File: config.mk
export PLATFORM = sky130hd
export DESIGN_NAME = id_ex_stage
export DESIGN_NICKNAME = d
export VERILOG_FILES = /design/src/rtl/id_ex_stage.sv
export SDC_FILE = /design/constraint.sdc
export NUM_CORES = 1
export LEC_CHECK = 0
export CORE_MARGIN = 4
export CORE_UTILIZATION = 34
export CTS_CLUSTER_SIZE = 28
export DETAILED_ROUTE_END_ITERATION = 8
export GPL_TIMING_DRIVEN = 0
export MAX_ROUTING_LAYER = met4
export PLACE_DENSITY = 0.76
export SLEW_MARGIN = 10
export SYNTH_ARGS = -nofsm -noshare
export SYNTH_HDL_FRONTEND = slang
export SYNTH_SLANG_ARGS = --single-unit
File: constraint.sdc
create_clock -name i_clk -period 1.95 [get_ports i_clk]
set_input_delay 0.39 -clock i_clk [delete_from_list [all_inputs] [get_ports i_clk]]
set_output_delay 0.39 -clock i_clk [all_outputs]
set_load 0.05 [all_outputs]
File: src/rtl/id_ex_stage.sv
// ID/EX pipeline register with bubble insertion, write-back bypass and optional load-use detection.
// Define LOAD_USE_STALL_EN to build the load-use hazard detector and drive o_stall.
module id_ex_stage (
   input  logic        i_clk,
   input  logic        i_rst,
   input  logic        i_stall_ext,
   input  logic        i_flush,
   input  logic        i_valid,
   input  logic [31:0] i_pc_plus4,
   input  logic [31:0] i_rs_data,
   input  logic [31:0] i_rt_data,
   input  logic [31:0] i_imm,
   input  logic [4:0]  i_rs,
   input  logic [4:0]  i_rt,
   input  logic [4:0]  i_rd,
   input  logic [4:0]  i_shamt,
   input  logic [5:0]  i_opcode,
   input  logic [5:0]  i_funct,
   input  logic        i_reg_write,
   input  logic        i_mem_read,
   input  logic        i_mem_write,
   input  logic        i_mem_to_reg,
   input  logic        i_branch,
   input  logic        i_alu_src,
   input  logic        i_reg_dst,
   input  logic        i_wb_reg_write,
   input  logic [4:0]  i_wb_rd,
   input  logic [31:0] i_wb_data,
   output logic        o_valid,
   output logic [31:0] o_pc_plus4,
   output logic [31:0] o_rs_data,
   output logic [31:0] o_rt_data,
   output logic [31:0] o_imm,
   output logic [4:0]  o_rs,
   output logic [4:0]  o_rt,
   output logic [4:0]  o_rd,
   output logic [4:0]  o_shamt,
   output logic [5:0]  o_opcode,
   output logic [5:0]  o_funct,
   output logic        o_reg_write,
   output logic        o_mem_read,
   output logic        o_mem_write,
   output logic        o_mem_to_reg,
   output logic        o_branch,
   output logic        o_alu_src,
   output logic        o_reg_dst,
   output logic        o_stall
);

   typedef struct packed {
      logic        valid;
      logic [31:0] pc_plus4;
      logic [31:0] rs_data;
      logic [31:0] rt_data;
      logic [31:0] imm;
      logic [4:0]  rs;
      logic [4:0]  rt;
      logic [4:0]  rd;
      logic [4:0]  shamt;
      logic [5:0]  opcode;
      logic [5:0]  funct;
      logic        reg_write;
      logic        mem_read;
      logic        mem_write;
      logic        mem_to_reg;
      logic        branch;
      logic        alu_src;
      logic        reg_dst;
   } id_ex_t;

   id_ex_t ex_q;
   id_ex_t ex_d;
   id_ex_t cap;
   logic   hazard;
   logic   bypass_rs;
   logic   bypass_rt;

`ifdef LOAD_USE_STALL_EN
   logic uses_rt;

   // R-type, sw and beq read rt as a source; everything else writes it or ignores it.
   assign uses_rt = (i_opcode == 6'b000000) || (i_opcode == 6'b101011) ||
                    (i_opcode == 6'b000100);

   assign hazard = ex_q.valid & ex_q.mem_read & (ex_q.rt != 5'd0) & i_valid &
                   ((ex_q.rt == i_rs) | ((ex_q.rt == i_rt) & uses_rt));
`else
   assign hazard = 1'b0;
`endif

   // Flush and external hold both override the local stall request.
   assign o_stall = hazard & ~i_flush & ~i_stall_ext;

   // Register file write and read in the same cycle: take the value being written.
   assign bypass_rs = i_wb_reg_write && (i_wb_rd != 5'd0) && (i_wb_rd == i_rs);
   assign bypass_rt = i_wb_reg_write && (i_wb_rd != 5'd0) && (i_wb_rd == i_rt);

   always_comb begin
      cap            = '0;
      cap.valid      = i_valid;
      cap.pc_plus4   = i_pc_plus4;
      cap.rs_data    = bypass_rs ? i_wb_data : i_rs_data;
      cap.rt_data    = bypass_rt ? i_wb_data : i_rt_data;
      cap.imm        = i_imm;
      cap.rs         = i_rs;
      cap.rt         = i_rt;
      cap.rd         = i_rd;
      cap.shamt      = i_shamt;
      cap.opcode     = i_opcode;
      cap.funct      = i_funct;
      cap.reg_write  = i_reg_write;
      cap.mem_read   = i_mem_read;
      cap.mem_write  = i_mem_write;
      cap.mem_to_reg = i_mem_to_reg;
      cap.branch     = i_branch;
      cap.alu_src    = i_alu_src;
      cap.reg_dst    = i_reg_dst;
   end

   always_comb begin
      ex_d = ex_q;
      if (i_stall_ext) begin
         ex_d = ex_q;
      end else if (i_flush || o_stall) begin
         ex_d = '0;
      end else begin
         ex_d = cap;
      end
   end

   always_ff @(posedge i_clk) begin
      if (i_rst) begin
         ex_q <= '0;
      end else begin
         ex_q <= ex_d;
      end
   end

   assign o_valid      = ex_q.valid;
   assign o_pc_plus4   = ex_q.pc_plus4;
   assign o_rs_data    = ex_q.rs_data;
   assign o_rt_data    = ex_q.rt_data;
   assign o_imm        = ex_q.imm;
   assign o_rs         = ex_q.rs;
   assign o_rt         = ex_q.rt;
   assign o_rd         = ex_q.rd;
   assign o_shamt      = ex_q.shamt;
   assign o_opcode     = ex_q.opcode;
   assign o_funct      = ex_q.funct;
   assign o_reg_write  = ex_q.reg_write;
   assign o_mem_read   = ex_q.mem_read;
   assign o_mem_write  = ex_q.mem_write;
   assign o_mem_to_reg = ex_q.mem_to_reg;
   assign o_branch     = ex_q.branch;
   assign o_alu_src    = ex_q.alu_src;
   assign o_reg_dst    = ex_q.reg_dst;

endmodule
==> Yosys cells after proc, flatten, opt, wreduce, memory -nomap -nowiden <==
Cells that the tools add are included.
Widths: inputs -> output; s select.
{ "word_totals": {"register_bits": 168, "latchBits": 0, "ramBits": 0, "romBits": 0, "output_inout_bits": 169, "mem_count": 0} }
{ "op_classes": {"n_addsub": 0, "multipliers": 0, "div": 0, "order_cmp": 0, "n_eq_ne": 2, "shift": 0, "mux": 3, "bitwise": 0, "n_reduce_logical": 4} }
{ "ops": {"columns": ["cell", "count"], "rows": [
  ["$mux 168", 1],
  ["$mux 32", 2],
  ["$eq 5x5->1", 2],
  ["$reduce_bool 5->1", 1],
  ["$logic_and 1x1->1", 3]
]} }

==> Longest topological paths before layout <==
Gate-level depths: netlist (run 1).
{ "depth": {"depth_word": 5, "mapped_depth": 7, "depth_no_buf": 4} }

==> Worst setup path before layout (run 1) <==
No wires, ideal clock.
{ "synth_path": {"path_type": "in2reg", "from": "input i_wb_rd[1]", "to": "register ex_q, in the netlist o_rt_data[22]", "setup_ns": 0.122, "t_arrival_ns": 1.767, "slack_ns": 0.061, "cell_stages": 6, "path_buffers": 2, "path_cell_list": "or4_1 -> o21a_1 -> and3_1 -> buf_6 -> buf_6 -> a221o_1"} }
{ "synth_via": {"elab_chain_cells": 5} }
{ "synth_lines": {"columns": ["element", "line_no", "text"], "rows": [
  ["from (decl)", "27", "input logic [4:0] i_wb_rd,"],
  ["$reduce_bool 5->1", "96", "assign bypass_rt = i_wb_reg_write && (i_wb_rd != 5'd0) && (i_wb_rd == i_rt);"],
  ["$logic_and 1x1->1", "96", null],
  ["$logic_and 1x1->1 *", "96", null],
  ["$mux 32 *", "103", "cap.rt_data = bypass_rt ? i_wb_data : i_rt_data;"],
  ["$mux 168 *", "124", "end else if (i_flush || o_stall) begin"],
  ["to (signal assigned)", "133", "ex_q <= '0;"],
  ["to (signal assigned)", "135", "ex_q <= ex_d;"],
  ["to (decl)", "71", "id_ex_t ex_q;"]
]} }
Every way passes the cells marked *; elsewhere a longest branch is shown, timed or not.
A chain may end at the register's enable or synchronous reset.

==> Worst setup path after layout (run 1) <==
{ "layout_path": {"from": "input i_wb_rd[2]", "to": "register ex_q, in the netlist o_rt_data[25]"} }
Same word-level chain as after synthesis.

==> results of run 1 <==
repair_timing:
action / 4_1_cts / 5_1_grt
pin swaps: 0 / 1
resized for setup: 193 / 19
buffers inserted: 0 / 1
endpoints found under the setup margin: 244 / 53
gates cloned: 0 / 0
final timing paths:
path | from | to | slack, ns
worst max-delay path | i_wb_rd[2] | o_rt_data[25] | 0.08
worst min register to register | o_rt_data[28] | o_rt_data[28] | 0.48
worst max register to register | o_rt_data[31] | o_rt_data[31] | 1.18
worst min-delay path | o_rt_data[28] | o_rt_data[28] | 0.48
metal layers:
| layer | track usage (%) | share of wire, % | vias to the layer above |
|---|---|---|---|
| li1 | - | - | 3414 |
| met1 | 25.87 | 38 | 3406 |
| met2 | 41.28 | 49 | 341 |
| met3 | 9.870 | 11 | 50 |
| met4 | 9.266 | 2.9 | 0 |
| met5 | - | 0 | - |
power groups by stage:
stage,sequential [mW],clock [mW],combinational [mW]
final,3.64,3.56,1.70
after global routing,3.65,3.75,1.80
after CTS,3.64,3.60,1.71
after detailed placement,3.72,0,1.78
after global placement,3.72,0,1.77
after floorplan,4.19,0,0.436
layout by cell type, fill, tap and decap left out, types with 2 or more instances in the layout:
cell type,count
sky130_fd_sc_hd__nand2_1,64
sky130_fd_sc_hd__clkbuf_2,19
sky130_fd_sc_hd__a31oi_1,64
sky130_fd_sc_hd__nor2_2,2
sky130_fd_sc_hd__nor2_1,105
sky130_fd_sc_hd__diode_2,8
sky130_fd_sc_hd__buf_2,3
sky130_fd_sc_hd__clkbuf_1,45
sky130_fd_sc_hd__xor2_1,10
sky130_fd_sc_hd__clkbuf_8,2
sky130_fd_sc_hd__a22oi_1,103
sky130_fd_sc_hd__dlygate4sd2_1,172
sky130_fd_sc_hd__a221o_1,64
sky130_fd_sc_hd__buf_1,3
sky130_fd_sc_hd__clkdlybuf4s50_1,203
sky130_fd_sc_hd__dfxtp_1,168
sky130_fd_sc_hd__clkbuf_16,17
sky130_fd_sc_hd__and2_1,32
sky130_fd_sc_hd__buf_4,2
sky130_fd_sc_hd__nor3_4,3
sky130_fd_sc_hd__bufinv_16,2
sky130_fd_sc_hd__buf_6,8
sky130_fd_sc_hd__inv_8,3
sky130_fd_sc_hd__inv_6,5
sky130_fd_sc_hd__and3_1,2
metrics by stage:
stage	instances	instance area, um^2	setup slack [ns]	TNS (ns)
finish	1379	11110	0.07980	0
global route	1379	11110	-0.001400	-0.002046
CTS	1370	11070	0.004989	0
detailed placement	1338	10620	-1.017	-86.22
global placement	1338	10620	-1.017	-85.00
floorplan	703	6540	0.06110	0
layout make-up:
| class | instances | area share (%) |
|---|---|---|
| Tap cell | 260 | 2.927 |
| Buffer | 80 | 3.558 |
| Timing Repair Buffer | 376 | 31.91 |
| Antenna cell | 8 | 0.1801 |
| Clock inverter | 13 | 1.430 |
| Clock buffer | 19 | 4.076 |
| Multi-Input combinational cell | 455 | 25.66 |
| Sequential cell | 168 | 30.26 |
kinds of logic (layout without fill, tap and decap cells):
family,count (synthesis),count (layout),synth area share (%)
AO/OA/AOI/OAI,233,233,27.93
AND/OR/NAND/NOR,211,211,13.62
flip-flops,168,168,51.43
buffers and inverters,80,488,5.625
XOR/XNOR,10,10,1.339
other,1,9,0.05734
==> implementation parameters, run 1 <==
Parameter                              Value

Pwr
  Clock power frac ... 40.0%
  Switching Power ... 2.640 mW
  Flop pwr share ... 40.9%
  Switching share of power ... 29.67%
  Total power divided by cell area ... 800.6 nW/um^2
  Part of the total power dissipated in combinational logic ... 19.1%
  Peak VDD IR ... 0.5679 mV
  Internal Power ... 6.258 mW
  Static leakage ... 4.957 nW
  Total power draw ... 8.898 mW

Synthesis
  Top post-synthesis cells by area ... sky130_fd_sc_hd__dfxtp_1 51%, sky130_fd_sc_hd__a22oi_1 12%, sky130_fd_sc_hd__a221o_1 9.8%
  Most frequent cells after synthesis ... 168 x sky130_fd_sc_hd__dfxtp_1, 107 x sky130_fd_sc_hd__nor2_1, 103 x sky130_fd_sc_hd__a22oi_1
  Post-synth EDFFs ... 0
  Count of warnings emitted by yosys ... 0
  Ys async rst share ... 0%
  Cell with the most instances after synthesis ... sky130_fd_sc_hd__dfxtp_1
  Number of unique standard cell types used by synthesis ... 21
  Mean instance size in the synthesized netlist ... 9.303 um^2
  Post-synthesis sequential area ratio ... 51.43%
  Number of cells produced by synthesis ... 703
  Post-Syn Area ... 6540 um^2
  Seq cells post-synth ... 168
  Largest area contributor in the netlist ... sky130_fd_sc_hd__dfxtp_1
  Area fraction of the dominant cell type after synthesis ... 51.43%
  Top flip-flop cell by instance count after synthesis ... sky130_fd_sc_hd__dfxtp_1
  Syn_nets ... 913

Setup path
  Crit. path cell count ... 7
  List of cells traversed by the critical path ... dlygate4sd2_1 -> or4_4 -> o21a_1 -> clkbuf_2 -> clkbuf_1 -> a31oi_1 -> a221o_1
  Capturing element type of the critical path ... flop
  Sum of buffers and inverters on the critical path ... 3
  Maximum cell stage delay along the critical path ... 0.53 ns
  Depth of the worst register-to-register path ... 1
  Type of element launching the critical path ... input port
  CP arrival ... 2.25 ns
  Type of the setup path with the least slack ... input port to flop
  CP max-delay cell ... sky130_fd_sc_hd__or4_4
  Critical path peak fanout ... 10
  Worst EP required ... 2.33 ns
  CP top delay family ... buffers and inverters

Clock tree
  Clk root buf ... sky130_fd_sc_hd__clkbuf_16
  Clock input transition at the sequential cells of the worst setup and hold paths ... 0.07 ns
  Maximum buffer depth of the clock tree ... 2
  H-tree levels ... 4
  Clock latency at the later pin of the worst-skew pair ... 0.43 ns
  Sink count of the clock tree ... 168
  Hold_buf cts ... 0
  Total clock buffers created by CTS ... 17
  TritonCTS clock tree ... built

Run
  Reported max-cap violation count ... 0

Die
  Die Height ... 146.7 um
  Number of standard-cell rows in the floorplan ... 50
  Initial cell density of the core ... 34.73%
  Die footprint ... 21520 um^2
  Placeable core region ... 18830 um^2
  I/O pin cnt ... 379
  Chip Width ... 146.7 um

STA
  Setup-violating endpoint count in the final report ... 0
  Final critical-path share of the clock period ... 95.91%
  Final Max Slew Viols ... 0
  Worst slew margin relative to its limit ... 58.63%
  Hold Vio Cnt, Final ... 0
  Transition time at the pin with the least slew margin ... 0.6231 ns
  Final critical path time including I/O delays and setup ... 1.870 ns
  Timing-limited maximum frequency ... 534.7 MHz
  Post-Route Hold Slack ... 0.4823 ns
  Maximum clock skew at final layout ... 0 ns

Finish
  Combined area of the multi-input logic cells ... 2851 um^2
  Sequential cell area ... 3363 um^2
  Post-synthesis to final-layout area growth ... 69.93%
  Filler cell count in the final layout ... 1718
  End-of-flow core utilization ... 59.02%
  Share of cells above drive strength 1 ... 6.391%
  Final net count ... 1308

Drt
  Iter 0 DRT Violations ... 358
  Number of vias per cell after detailed routing ... 5.229
  Wire length per cell after detailed routing ... 19.50 um
  Router iterations before antenna repair ... 5
  Number of remaining DRC errors ... 0
  Drt total wl ... 26880 um
  Total via count in the routed design ... 7211
  Final ANT Viol Nets ... 0

Global routing
  Total GRT Usage ... 24.51%
  Final global-route overflow total ... 0
  First-pass GRT wire length ... 40300 um
  Via count of the first global-routing pass ... 7225
  Pin count of the biggest net entering global routing ... 17
  Number of antenna violations at the first check in global routing ... 8

Min path
  Worst min-delay path class ... flop to flop
  WHS Path Cells ... 1

Placed design
  Final weighted congestion in routability-driven placement ... 0.9087
  HPWL after detailed placement ... 20990 um
  Count of port buffers added during placement ... 375

Run status
  Result of the run ... finished, final reports clean
No activity file was read; power rests on OpenSTA's default activity.
==> run 2, diff against run 1 <==
- CTS_CLUSTER_SIZE: 28 -> 8
==> results of run 2 <==
Final layout, timing and power as in run 1 (identical DEF).
